$ cat src/rtl/c1541_track_ctrl_pkg.sv
// Shared types and track geometry helpers for the 1541 track buffer sequencer.
// Zone layout: 21/19/18/17 sectors per track.
package c1541_pkg;

  localparam int MAX_SECTORS = 21;
  localparam int SEC_W = $clog2(MAX_SECTORS);

  typedef enum logic [2:0] {
    ST_IDLE,
    ST_SETTLE,
    ST_WR_REQ,
    ST_WR_WAIT,
    ST_RD_REQ,
    ST_RD_WAIT
  } state_t;

  function automatic logic [5:0] clamp_track(
    input logic [5:0] t,
    input logic [5:0] mx
  );
    if (t == 6'd0) return 6'd1;
    if (t > mx) return mx;
    return t;
  endfunction

  function automatic logic [4:0] track_sectors(input logic [5:0] t);
    if (t <= 6'd17) return 5'd21;
    if (t <= 6'd24) return 5'd19;
    if (t <= 6'd30) return 5'd18;
    return 5'd17;
  endfunction

  function automatic logic [9:0] track_start(input logic [5:0] t);
    int n;
    int v;
    n = (t == 6'd0) ? 1 : int'(t);
    if (n <= 18) v = (n - 1) * 21;
    else if (n <= 25) v = 357 + (n - 18) * 19;
    else if (n <= 31) v = 490 + (n - 25) * 18;
    else v = 598 + (n - 31) * 17;
    return v[9:0];
  endfunction

endpackage

$ cat src/rtl/c1541_track_ctrl_if.sv
// SD block handshake between the track sequencer and the host.
// Carries the block address and the buffer slot being moved.
interface c1541_track_ctrl_if
  import c1541_pkg::*;
();
  logic [31:0]      sd_lba;
  logic             sd_rd;
  logic             sd_wr;
  logic             sd_ack;
  logic [SEC_W-1:0] buf_sector;

  modport master (
    output sd_lba, sd_rd, sd_wr, buf_sector,
    input  sd_ack
  );

  modport slave (
    input  sd_lba, sd_rd, sd_wr, buf_sector,
    output sd_ack
  );
endinterface

$ cat src/rtl/c1541_track_lba.sv
// Track number to sector count and first block address.
// Backed by a 40-entry constant table.
module c1541_track_lba
  import c1541_pkg::*;
(
  input  logic [5:0] track,
  output logic [4:0] sector_count,
  output logic [9:0] start_lba
);

  logic [9:0] lba_tab [40];
  logic [4:0] cnt_tab [40];
  logic [5:0] idx;

  for (genvar i = 0; i < 40; i++) begin : g_tab
    assign lba_tab[i] = track_start(6'(i + 1));
    assign cnt_tab[i] = track_sectors(6'(i + 1));
  end

  assign idx = (track == 6'd0)  ? 6'd0  :
               (track > 6'd40)  ? 6'd39 :
               track - 6'd1;

  assign sector_count = cnt_tab[idx];
  assign start_lba    = lba_tab[idx];

endmodule

$ cat src/rtl/c1541_track_ctrl.sv
// Moves the GCR track buffer to/from the SD image one sector at a time.
// Writes back a dirty track before loading a new one.
module c1541_track_ctrl
  import c1541_pkg::*;
#(
  parameter logic [15:0] SETTLE_CYCLES = 16'd2000,
  parameter logic [5:0]  MAX_TRACK     = 6'd40
) (
  input  logic                clk,
  input  logic                reset_n,
  input  logic [5:0]          track,
  input  logic                we,
  input  logic                flush,
  input  logic                img_mounted,
  input  logic                img_readonly,
  c1541_track_ctrl_if.master  sd,
  output logic                busy,
  output logic [5:0]          cur_track,
  output logic                dirty
);

  state_t      state;
  logic [15:0] cnt;
  logic [5:0]  trk_c;
  logic [5:0]  trk_q;
  logic [5:0]  target;
  logic [5:0]  new_trk;
  logic        flush_mode;
  logic        mount_pend;
  logic [4:0]  sec_nx;
  logic [4:0]  cur_cnt;
  logic [4:0]  new_cnt;
  logic [9:0]  cur_start;
  logic [9:0]  new_start;

  assign trk_c   = clamp_track(track, MAX_TRACK);
  assign new_trk = (state == ST_SETTLE) ? trk_c : target;
  assign sec_nx  = sd.buf_sector + 5'd1;

  c1541_track_lba u_lba_cur (
    .track        (cur_track),
    .sector_count (cur_cnt),
    .start_lba    (cur_start)
  );

  c1541_track_lba u_lba_new (
    .track        (new_trk),
    .sector_count (new_cnt),
    .start_lba    (new_start)
  );

  always_ff @(posedge clk or negedge reset_n) begin
    if (!reset_n) begin
      state         <= ST_SETTLE;
      cnt           <= '0;
      trk_q         <= '0;
      target        <= '0;
      flush_mode    <= 1'b0;
      mount_pend    <= 1'b0;
      sd.sd_lba     <= '0;
      sd.sd_rd      <= 1'b0;
      sd.sd_wr      <= 1'b0;
      sd.buf_sector <= '0;
      busy          <= 1'b1;
      cur_track     <= '0;
      dirty         <= 1'b0;
    end else begin
      trk_q <= trk_c;
      unique case (state)
        ST_IDLE: begin
          if (img_mounted) begin
            cur_track <= '0;
            dirty     <= 1'b0;
            busy      <= 1'b1;
            cnt       <= '0;
            state     <= ST_SETTLE;
          end else begin
            if (we && !img_readonly) dirty <= 1'b1;
            if (trk_c != cur_track) begin
              busy  <= 1'b1;
              cnt   <= '0;
              state <= ST_SETTLE;
            end else if (flush && dirty) begin
              busy          <= 1'b1;
              flush_mode    <= 1'b1;
              sd.buf_sector <= '0;
              sd.sd_wr      <= 1'b1;
              sd.sd_lba     <= 32'(cur_start);
              state         <= ST_WR_REQ;
            end
          end
        end
        ST_SETTLE: begin
          if (img_mounted) begin
            cur_track <= '0;
            dirty     <= 1'b0;
            cnt       <= '0;
          end else if (trk_c != trk_q) begin
            cnt <= '0;
          end else if (cnt == SETTLE_CYCLES - 16'd1) begin
            target        <= trk_c;
            sd.buf_sector <= '0;
            flush_mode    <= 1'b0;
            cnt           <= '0;
            if (dirty && cur_track != 6'd0) begin
              sd.sd_wr  <= 1'b1;
              sd.sd_lba <= 32'(cur_start);
              state     <= ST_WR_REQ;
            end else begin
              sd.sd_rd  <= 1'b1;
              sd.sd_lba <= 32'(new_start);
              state     <= ST_RD_REQ;
            end
          end else begin
            cnt <= cnt + 16'd1;
          end
        end
        ST_WR_REQ: begin
          if (img_mounted) mount_pend <= 1'b1;
          if (sd.sd_ack) begin
            sd.sd_wr <= 1'b0;
            state    <= ST_WR_WAIT;
          end
        end
        ST_RD_REQ: begin
          if (img_mounted) mount_pend <= 1'b1;
          if (sd.sd_ack) begin
            sd.sd_rd <= 1'b0;
            state    <= ST_RD_WAIT;
          end
        end
        ST_WR_WAIT: begin
          if (img_mounted) mount_pend <= 1'b1;
          if (!sd.sd_ack) begin
            // A new image must never receive the old image's data
            if (mount_pend || img_mounted) begin
              mount_pend <= 1'b0;
              cur_track  <= '0;
              dirty      <= 1'b0;
              cnt        <= '0;
              state      <= ST_SETTLE;
            end else if (sd.buf_sector == cur_cnt - 5'd1) begin
              dirty         <= 1'b0;
              sd.buf_sector <= '0;
              if (flush_mode) begin
                busy  <= 1'b0;
                state <= ST_IDLE;
              end else begin
                sd.sd_rd  <= 1'b1;
                sd.sd_lba <= 32'(new_start);
                state     <= ST_RD_REQ;
              end
            end else begin
              sd.buf_sector <= sec_nx;
              sd.sd_wr      <= 1'b1;
              sd.sd_lba     <= 32'(cur_start + {5'd0, sec_nx});
              state         <= ST_WR_REQ;
            end
          end
        end
        ST_RD_WAIT: begin
          if (img_mounted) mount_pend <= 1'b1;
          if (!sd.sd_ack) begin
            if (mount_pend || img_mounted) begin
              mount_pend <= 1'b0;
              cur_track  <= '0;
              dirty      <= 1'b0;
              cnt        <= '0;
              state      <= ST_SETTLE;
            end else if (trk_c != target) begin
              cur_track <= '0;
              cnt       <= '0;
              state     <= ST_SETTLE;
            end else if (sd.buf_sector == new_cnt - 5'd1) begin
              cur_track <= target;
              busy      <= 1'b0;
              state     <= ST_IDLE;
            end else begin
              sd.buf_sector <= sec_nx;
              sd.sd_rd      <= 1'b1;
              sd.sd_lba     <= 32'(new_start + {5'd0, sec_nx});
              state         <= ST_RD_REQ;
            end
          end
        end
        default: state <= ST_SETTLE;
      endcase
    end
  end

endmodule
$ cat src/flat_wrapper.sv
// flat-port wrapper written by rule: the top's interface ports become plain ports
module c1541_track_ctrl_flat import c1541_pkg::*;
#(
  parameter logic [15:0] SETTLE_CYCLES = 16'd2000,
  parameter logic [5:0]  MAX_TRACK     = 6'd40
)
  (clk, reset_n, track, we, flush, img_mounted, img_readonly, busy, cur_track, dirty, sd_sd_lba, sd_sd_rd, sd_sd_wr, sd_buf_sector, sd_sd_ack);
  c1541_track_ctrl_if sd_i ();
  input  logic clk;
  input  logic reset_n;
  input  logic [5:0] track;
  input  logic we;
  input  logic flush;
  input  logic img_mounted;
  input  logic img_readonly;
  output logic busy;
  output logic [5:0] cur_track;
  output logic dirty;
  output wire logic [$bits(sd_i.sd_lba)-1:0] sd_sd_lba;
  output wire logic [$bits(sd_i.sd_rd)-1:0] sd_sd_rd;
  output wire logic [$bits(sd_i.sd_wr)-1:0] sd_sd_wr;
  output wire logic [$bits(sd_i.buf_sector)-1:0] sd_buf_sector;
  input wire logic [$bits(sd_i.sd_ack)-1:0] sd_sd_ack;
  assign sd_sd_lba = sd_i.sd_lba;
  assign sd_sd_rd = sd_i.sd_rd;
  assign sd_sd_wr = sd_i.sd_wr;
  assign sd_buf_sector = sd_i.buf_sector;
  assign sd_i.sd_ack = sd_sd_ack;
  c1541_track_ctrl #(.SETTLE_CYCLES(SETTLE_CYCLES), .MAX_TRACK(MAX_TRACK)) u_core (.clk(clk), .reset_n(reset_n), .track(track), .we(we), .flush(flush), .img_mounted(img_mounted), .img_readonly(img_readonly), .sd(sd_i), .busy(busy), .cur_track(cur_track), .dirty(dirty));
endmodule
$ cat config.mk
export PLATFORM = sky130hd
export DESIGN_NAME = c1541_track_ctrl_flat
export DESIGN_NICKNAME = d
export VERILOG_FILES = /design/src/rtl/c1541_track_ctrl_pkg.sv /design/src/rtl/c1541_track_ctrl_if.sv /design/src/rtl/c1541_track_lba.sv /design/src/rtl/c1541_track_ctrl.sv /design/src/flat_wrapper.sv
export SDC_FILE = /design/constraint.sdc
export NUM_CORES = 1
export LEC_CHECK = 0
export CORE_UTILIZATION = 54
export CTS_CLUSTER_DIAMETER = 120
export DETAILED_ROUTE_END_ITERATION = 10
export PLACE_DENSITY = 0.85
export SYNTH_ARGS = -nofsm -noshare
export SYNTH_HDL_FRONTEND = slang
export SYNTH_SLANG_ARGS = --single-unit
export TNS_END_PERCENT = 5
$ cat constraint.sdc
create_clock -name clk -period 5.1 [get_ports clk]
set_clock_uncertainty 0.05 [all_clocks]
set_input_delay 0.51 -clock clk [delete_from_list [all_inputs] [get_ports clk]]
set_output_delay 0.51 -clock clk [all_outputs]
set_load 0.02 [all_outputs]
* Word level (Yosys, flattened, before mapping)
Memories as Yosys holds them, arrays and structs flattened. Index checks and enable logic that the tools add are counted. W data, S select, Z words.
Cells by class: muxes and demuxes 140, equal/unequal tests 43, add/sub/neg operators 8, reduce and logical (&&, ||, !) cells 31, $lt $le $gt $ge 5, bitwise logic cells 4
Operators by type and width (count):
- $mux W32 | 14
- $mux W16 | 10
- $pmux W32 S4 | 1
- $mux W6 | 16
- $mux W5 | 17
- $pmux W16 S4 | 1
- $mux W3 | 17
- $mux W1 | 50
- $mux W10 | 5
- $ne A2 B2 Y1 const B | 18
- $reduce_and A14 Y1 | 2
- $add A10 B5 Y11 | 2
- $pmux W5 S4 | 1
- $gt A6 B6 Y1 const B | 3
- $logic_not A6 Y1 | 3
- $ne A6 B6 Y1 | 3
- $pmux W3 S6 | 1
- $pmux W6 S3 | 1
- $add A16 B1 Y16 const B | 1
- $eq A16 B11 Y1 const B | 1
- $ge A7 B7 Y1 const B | 2
- $ne A2 B1 Y1 const B | 7
- $not A6 Y7 | 2
- $reduce_and A7 Y1 | 2
- other kinds (31) | 51
Storage, ports and cells: bits in registers 80, input bits 13, word-level logic and storage cells 248, memories kept 4, output and inout port bits 47, bits in read-only memories 1920
Memory list:
- (no name shown) | words 64, bits a word 10, read ports 1, clocked after memory_dff 0, wr ports 0, RTL line c1541_track_lba.sv:25 | assign start_lba = lba_tab[idx];
- (no name shown) | words 64, bits a word 10, read ports 1, clocked after memory_dff 0, wr ports 0, RTL line c1541_track_lba.sv:25
- (no name shown) | words 64, bits a word 5, read ports 1, clocked after memory_dff 0, wr ports 0, RTL line c1541_track_lba.sv:24 | assign sector_count = cnt_tab[idx];
- (no name shown) | words 64, bits a word 5, read ports 1, clocked after memory_dff 0, wr ports 0, RTL line c1541_track_lba.sv:24

* Longest topological paths before layout
word-level depth 20, gate-level depth with buffers 27, gate-level depth less buffers 25

* By module
A second synthesis with hierarchy kept.
Second synthesis, totals: cell total of the unflattened synthesis 815, area, all modules 6859.1 um^2
Modules (own cells, without submodules):
- c1541_track_ctrl | instances 1, cells each 537, seq. area each 1478.9 um^2, area each 4779.6 um^2
- c1541_track_lba at u_core.u_lba_new | instances 1, cells each 137, seq. area each 0.0 um^2, area each 1081.0 um^2
- c1541_track_lba at u_core.u_lba_cur | instances 1, cells each 141, seq. area each 0.0 um^2, area each 998.5 um^2

* Least setup slack after synthesis
Ideal clock, no wire load.
kind register -> register, start point register u_core.state[0], end point register u_core.sd.sd_lba[6], data arrival time 5075 ps, setup time 128 ps, path slack -152 ps, period minus slack after synthesis 5252 ps, stages on the path, launching flop included 23, path through dfstp_2 buf_2 or3b_1 buf_2 clkbuf_1 a21oi_1 ha_1 nor2b_1 a2bb2oi_1 o21a_1 o21ai_0 ha_1 nor2_1 o311ai_0 o211ai_1 ha_1 a21oi_1 o21bai_1 a21oi_1 a221oi_2 xnor2_1 o211ai_1 mux2_1
On the way: cells in the longest elaborated chain, start to end 15, elaborated cells on any way between the ends 48, classes of those cells add/sub: 3; order compare: 1; eq/ne: 17; mux: 20; bitwise: 1; reduce/logical: 4; memory: 2
Ends and longest elaborated chain:
- from (decl) | RTL line c1541_track_ctrl.sv:22 | state_t state;
- from (signal assigned) | RTL line c1541_track_ctrl.sv:54 | state <= ST_SETTLE;
- from (signal assigned) | RTL line c1541_track_ctrl.sv:76 | state <= ST_SETTLE;
- from (signal assigned) | RTL line c1541_track_ctrl.sv:82 | state <= ST_SETTLE;
- $eq A3 B1 Y1 | RTL line c1541_track_ctrl.sv:37, c1541_track_ctrl.sv:69
- $mux W6 | RTL line c1541_track_ctrl.sv:37 | assign new_trk = (state == ST_SETTLE) ? trk_c : target;
- $sub A6 B1 Y6 / $gt A6 B6 Y1 (equally long branches) | RTL line c1541_track_lba.sv:22, c1541_track_lba.sv:21
- $mux W6 | RTL line c1541_track_lba.sv:21 | (track > 6'd40) ? 6'd39 :
- $mux W6 | RTL line c1541_track_lba.sv:20 | assign idx = (track == 6'd0) ? 6'd0 :
- $not A6 Y7 (not written as such) | RTL line c1541_track_lba.sv:24, c1541_track_lba.sv:25
- $mem_v2 Z64 W10
- $mux W10 (not written as such) (2 in a row) | RTL line c1541_track_lba.sv:25
- $add A10 B5 Y11 | RTL line c1541_track_ctrl.sv:181 | sd.sd_lba <= 32'(new_start + {5'd0, sec_nx});
- $mux W32 | RTL line c1541_track_ctrl.sv:174 | end else if (sd.buf_sector == new_cnt - 5'd1) begin
- $mux W32 | RTL line c1541_track_ctrl.sv:170 | end else if (trk_c != target) begin
- $mux W32 | RTL line c1541_track_ctrl.sv:164 | if (mount_pend || img_mounted) begin
- $mux W32 | RTL line c1541_track_ctrl.sv:163 | if (!sd.sd_ack) begin
- $pmux W32 S4 | RTL line c1541_track_ctrl.sv:69 | unique case (state)
- to (signal assigned) | RTL line c1541_track_ctrl.sv:88 | sd.sd_lba <= 32'(cur_start);
- to (signal assigned) | RTL line c1541_track_ctrl.sv:156 | sd.sd_lba <= 32'(cur_start + {5'd0, sec_nx});
- to (signal assigned) | RTL line c1541_track_ctrl.sv:181
- to (decl) | RTL line c1541_track_ctrl_if.sv:13 | output sd_lba, sd_rd, sd_wr, buf_sector,
Parallel ways exist; a longest one is shown, timed or not. The select of a mux whose other input is x is not followed. A chain may end at the register's enable or synchronous reset.

* Worst setup path after layout
start point register u_core.state[0], end point register u_core.sd.sd_lba[8]
Same word-level chain as after synthesis.

==> qor.yml <==
worst_setup_path:
  r2r_end: "u_core.sd.sd_lba[8]"
  cp-start-kind: "flip-flop"
  worstPathCellList: "or3b_4 -> a21oi_2 -> ha_2 -> buf_4 -> nor4b_1 -> a31oi_1 -> nand4_1 -> and2_1 -> buf_4 -> or3_1 -> o21ai_0 -> a211o_1 -> ha_1 -> inv_1 -> o21bai_1 -> a21oi_1 -> a221oi_2 -> buf_4 -> a31oi_1 -> a41oi_2 -> a21oi_2"
  r2r_setup_slack_ps: 250
  cp_max_fo: 5
  timing.rr.start: "u_core.state[0]"
  crit_type: "flip-flop to flip-flop"
  arrival_ps: 5010
  crit_required_ps: 5260
  critPathMostFrequentCell: "buf_4"
  worst_path_largest_cell_delay_ps: 530
  critPathCaptureType: "flip-flop"
  slowest_stage: "dfstp_2"
  rr_worst_depth: 21
final_layout:
  multi_input_area_mm2: 0.00466
  final_common_cell: "buf_4"
  drive_above_1_share_pct: 18.3
  syn_to_final_growth_pct: 21.2
  final_cell_mix: "buf_4, nand2_1, nor2_1"
  fin_area_mm2: 0.00786
  final_nets: 977
  seqCellArea_mm2: 0.00148
  final_cells: 1078
  utilization_pct: 68.0
  n_fill_cell: 906
  antennaDiodeCount: 0
detailed_routing:
  wire_per_inst_um: 18.8
  drt-initial-drc-count: 873
  drt-vias-per-instance: 6.51
  drcViolationCount: 10
  drtAntennaViolNets: 0
  first_pass_iters: 11
  finalWirelength_mm: 20.3
  vias: 7023
yosys:
  yosysUniqueCellTypes: 93
  ys_dominant_reg_cell: "dfrtp_1"
  synth_warnings: 0
  netlist_area_mm2: 0.00649
  synth_edf_count: 0
  syn_avg_cell_area_um2: 7.77
  ys_seq_elements: 59
  syn_inst: 835
  async_flop_share_pct: 100
  yosysSeqAreaShare_pct: 22.8
sta:
  finalSetupViolCount: 0
  tightest_slew_ps: 901
  fmax_ghz: 0.206
  timing.final.ws_setup_ps: 252
  rsz0062_at_grt: "true"
  slew_viol_final: 0
  period_needed_ps: 4850
  hold_violations: 0
  fin_crit_sh_pct: 95.1
  relSlewSlack_pct: 39.3
placement:
  gp_congestion: 0.942
  postPlaceCellArea_mm2: 0.00745
  dpl_worst_slack_ps: -219
  placed_cells: 1060
  io_buffers: 38
  dp_hpwl_mm: 14.7
die:
  fp.coreArea_mm2: 0.0116
  die_height_um: 112
  die_x_um: 112
  initial_core_util_pct: 56.1
  ios: 60
  rows: 39
  die-area_mm2: 0.0125
cts:
  cts-root-buf: "clkbuf_16"
  path_clk_slew_ps: 60
  cts_tree: "done"
  clk_path_buf_depth: 2
  clk_latency_ps: 350
  cts_max_level: 3
  cts.sinks: 59
  cts_inserted_buffers: 9
grt:
  grt_max_degree: 60
  grt_pass1_vias: 6336
  grt_overflow: 0
  antenna_found_initial: 0
  grt_usage_pct: 32.2
  grt_pass1_wl_mm: 32.1
status:
  outcome: "finished with violations"
  failed_checks: "DRC"
pwr:
  finalPower_w: 0.00147
  p_leak_nw: 3.53
  vdd_ir_drop_max_v: 0.000177
  powerDensity_mw_per_mm2: 186
flow_run:
  cap_viol_max_count: 0
worst_hold_path:
  hp-class: "primary input to async pin"
==> synth_stat cells, types with 10 or more instances <==
cell type / instances / area (µm²)
nand3_1: 37 / 185
a21oi_1: 56 / 280
buf_4: 24 / 180
nor2_1: 70 / 263
nand2_1: 90 / 338
and2_1: 10 / 62.6
o21ai_0: 51 / 255
xor2_1: 20 / 175
ha_1: 32 / 400
clkbuf_1: 27 / 101
xnor2_1: 29 / 254
a31oi_1: 16 / 100
a21o_1: 11 / 82.6
nand4_1: 10 / 62.6
nor3_1: 19 / 95.1
dfrtp_1: 57 / 1430
inv_1: 37 / 139
buf_2: 13 / 65.1
mux2i_1: 21 / 210
and3_1: 12 / 75.1
==> state kept, by name (all words and copies together) (netlist names), 3 cells and up <==
signal	cells
u_core.trk_q	6
u_core.target	6
u_core.sd.sd_lba	11
u_core.sd.buf_sector	5
u_core.cur_track	6
u_core.state	3
u_core.cnt	16
==> per-layer routing <==
layer	global-route usage (%)	wire, µm	vias to the layer above
met3	5.72	1870	90
li1	-	-	3190
met5	0	0	-
met2	50.0	9120	435
met1	43.1	8320	3308
met4	15.9	1010	0
==> how the worst max path moves through the flow <==
stage                    start                  end  slack [ps]  cells past startpoint
5_1_grt               track[1]  u_core.sd.sd_lba[8]        -150                     27
4_1_cts               track[3]  u_core.sd.sd_lba[8]          20                     24
3_5_place_dp          track[3]  u_core.sd.sd_lba[6]        -220                     22
2_1_floorplan  u_core.state[0]  u_core.sd.sd_lba[6]           5                     24
3_3_place_gp          track[3]  u_core.sd.sd_lba[6]         -50                     26
6_report       u_core.state[0]  u_core.sd.sd_lba[8]         250                     21
==> layout make-up <==
cell class	count	area share [%]
Multi-Input combinational cell	687	59.3
Inverter	39	1.89
Clock buffer	9	2.86
Clock inverter	7	0.668
Sequential cell	59	18.8
Timing Repair Buffer	134	14.2
Tap cell	143	2.28
==> where the power goes <==
part           switching, W  total (W)  internal (W)
combinational      0.000225   0.000404      0.000178
sequential       0.00000217   0.000474      0.000472
clock              0.000256   0.000587      0.000331
==> worst max-delay path: cells and delay by family (launching register included) <==
kind            cells  cell delay [ps]
fa+ha+maj           2              580
buf+inv             4              540
simple gates        5             1250
flops               1              530
compound gates     10             1760
==> per-stage QoR <==
step           hold slack, ps  TNS [ps]
4_1_cts                   326         0
3_3_place_gp              411     -75.3
2_1_floorplan             164         0
6_report                  276         0
3_5_place_dp              423     -1190
5_1_grt                   359      -363
==> timing repair <==
| action | CTS | global route |
|---|---|---|
| hold buffers | 0 | 0 |
| gates resized for setup | 0 | 30 |
| buffers inserted | 0 | 2 |
| setup endpoints to repair | 0 | 8 |
==> kinds of logic (layout without fill, tap and decap cells) <==
kind of cell | count (synthesis) | in the layout | share of synthesized area, %
xor gates and xnor gates | 49 | 49 | 6.62
buffers and inverters | 109 | 189 | 8.29
and+or+nand+nor | 306 | 306 | 23.3
muxes | 34 | 34 | 5.56
other | 1 | 21 | 0.0578
adders and majority gates | 35 | 35 | 6.94
DFF | 59 | 59 | 22.8
AOI/OAI and AO/OA | 242 | 242 | 26.4
(Power assumes the default switching activity.)
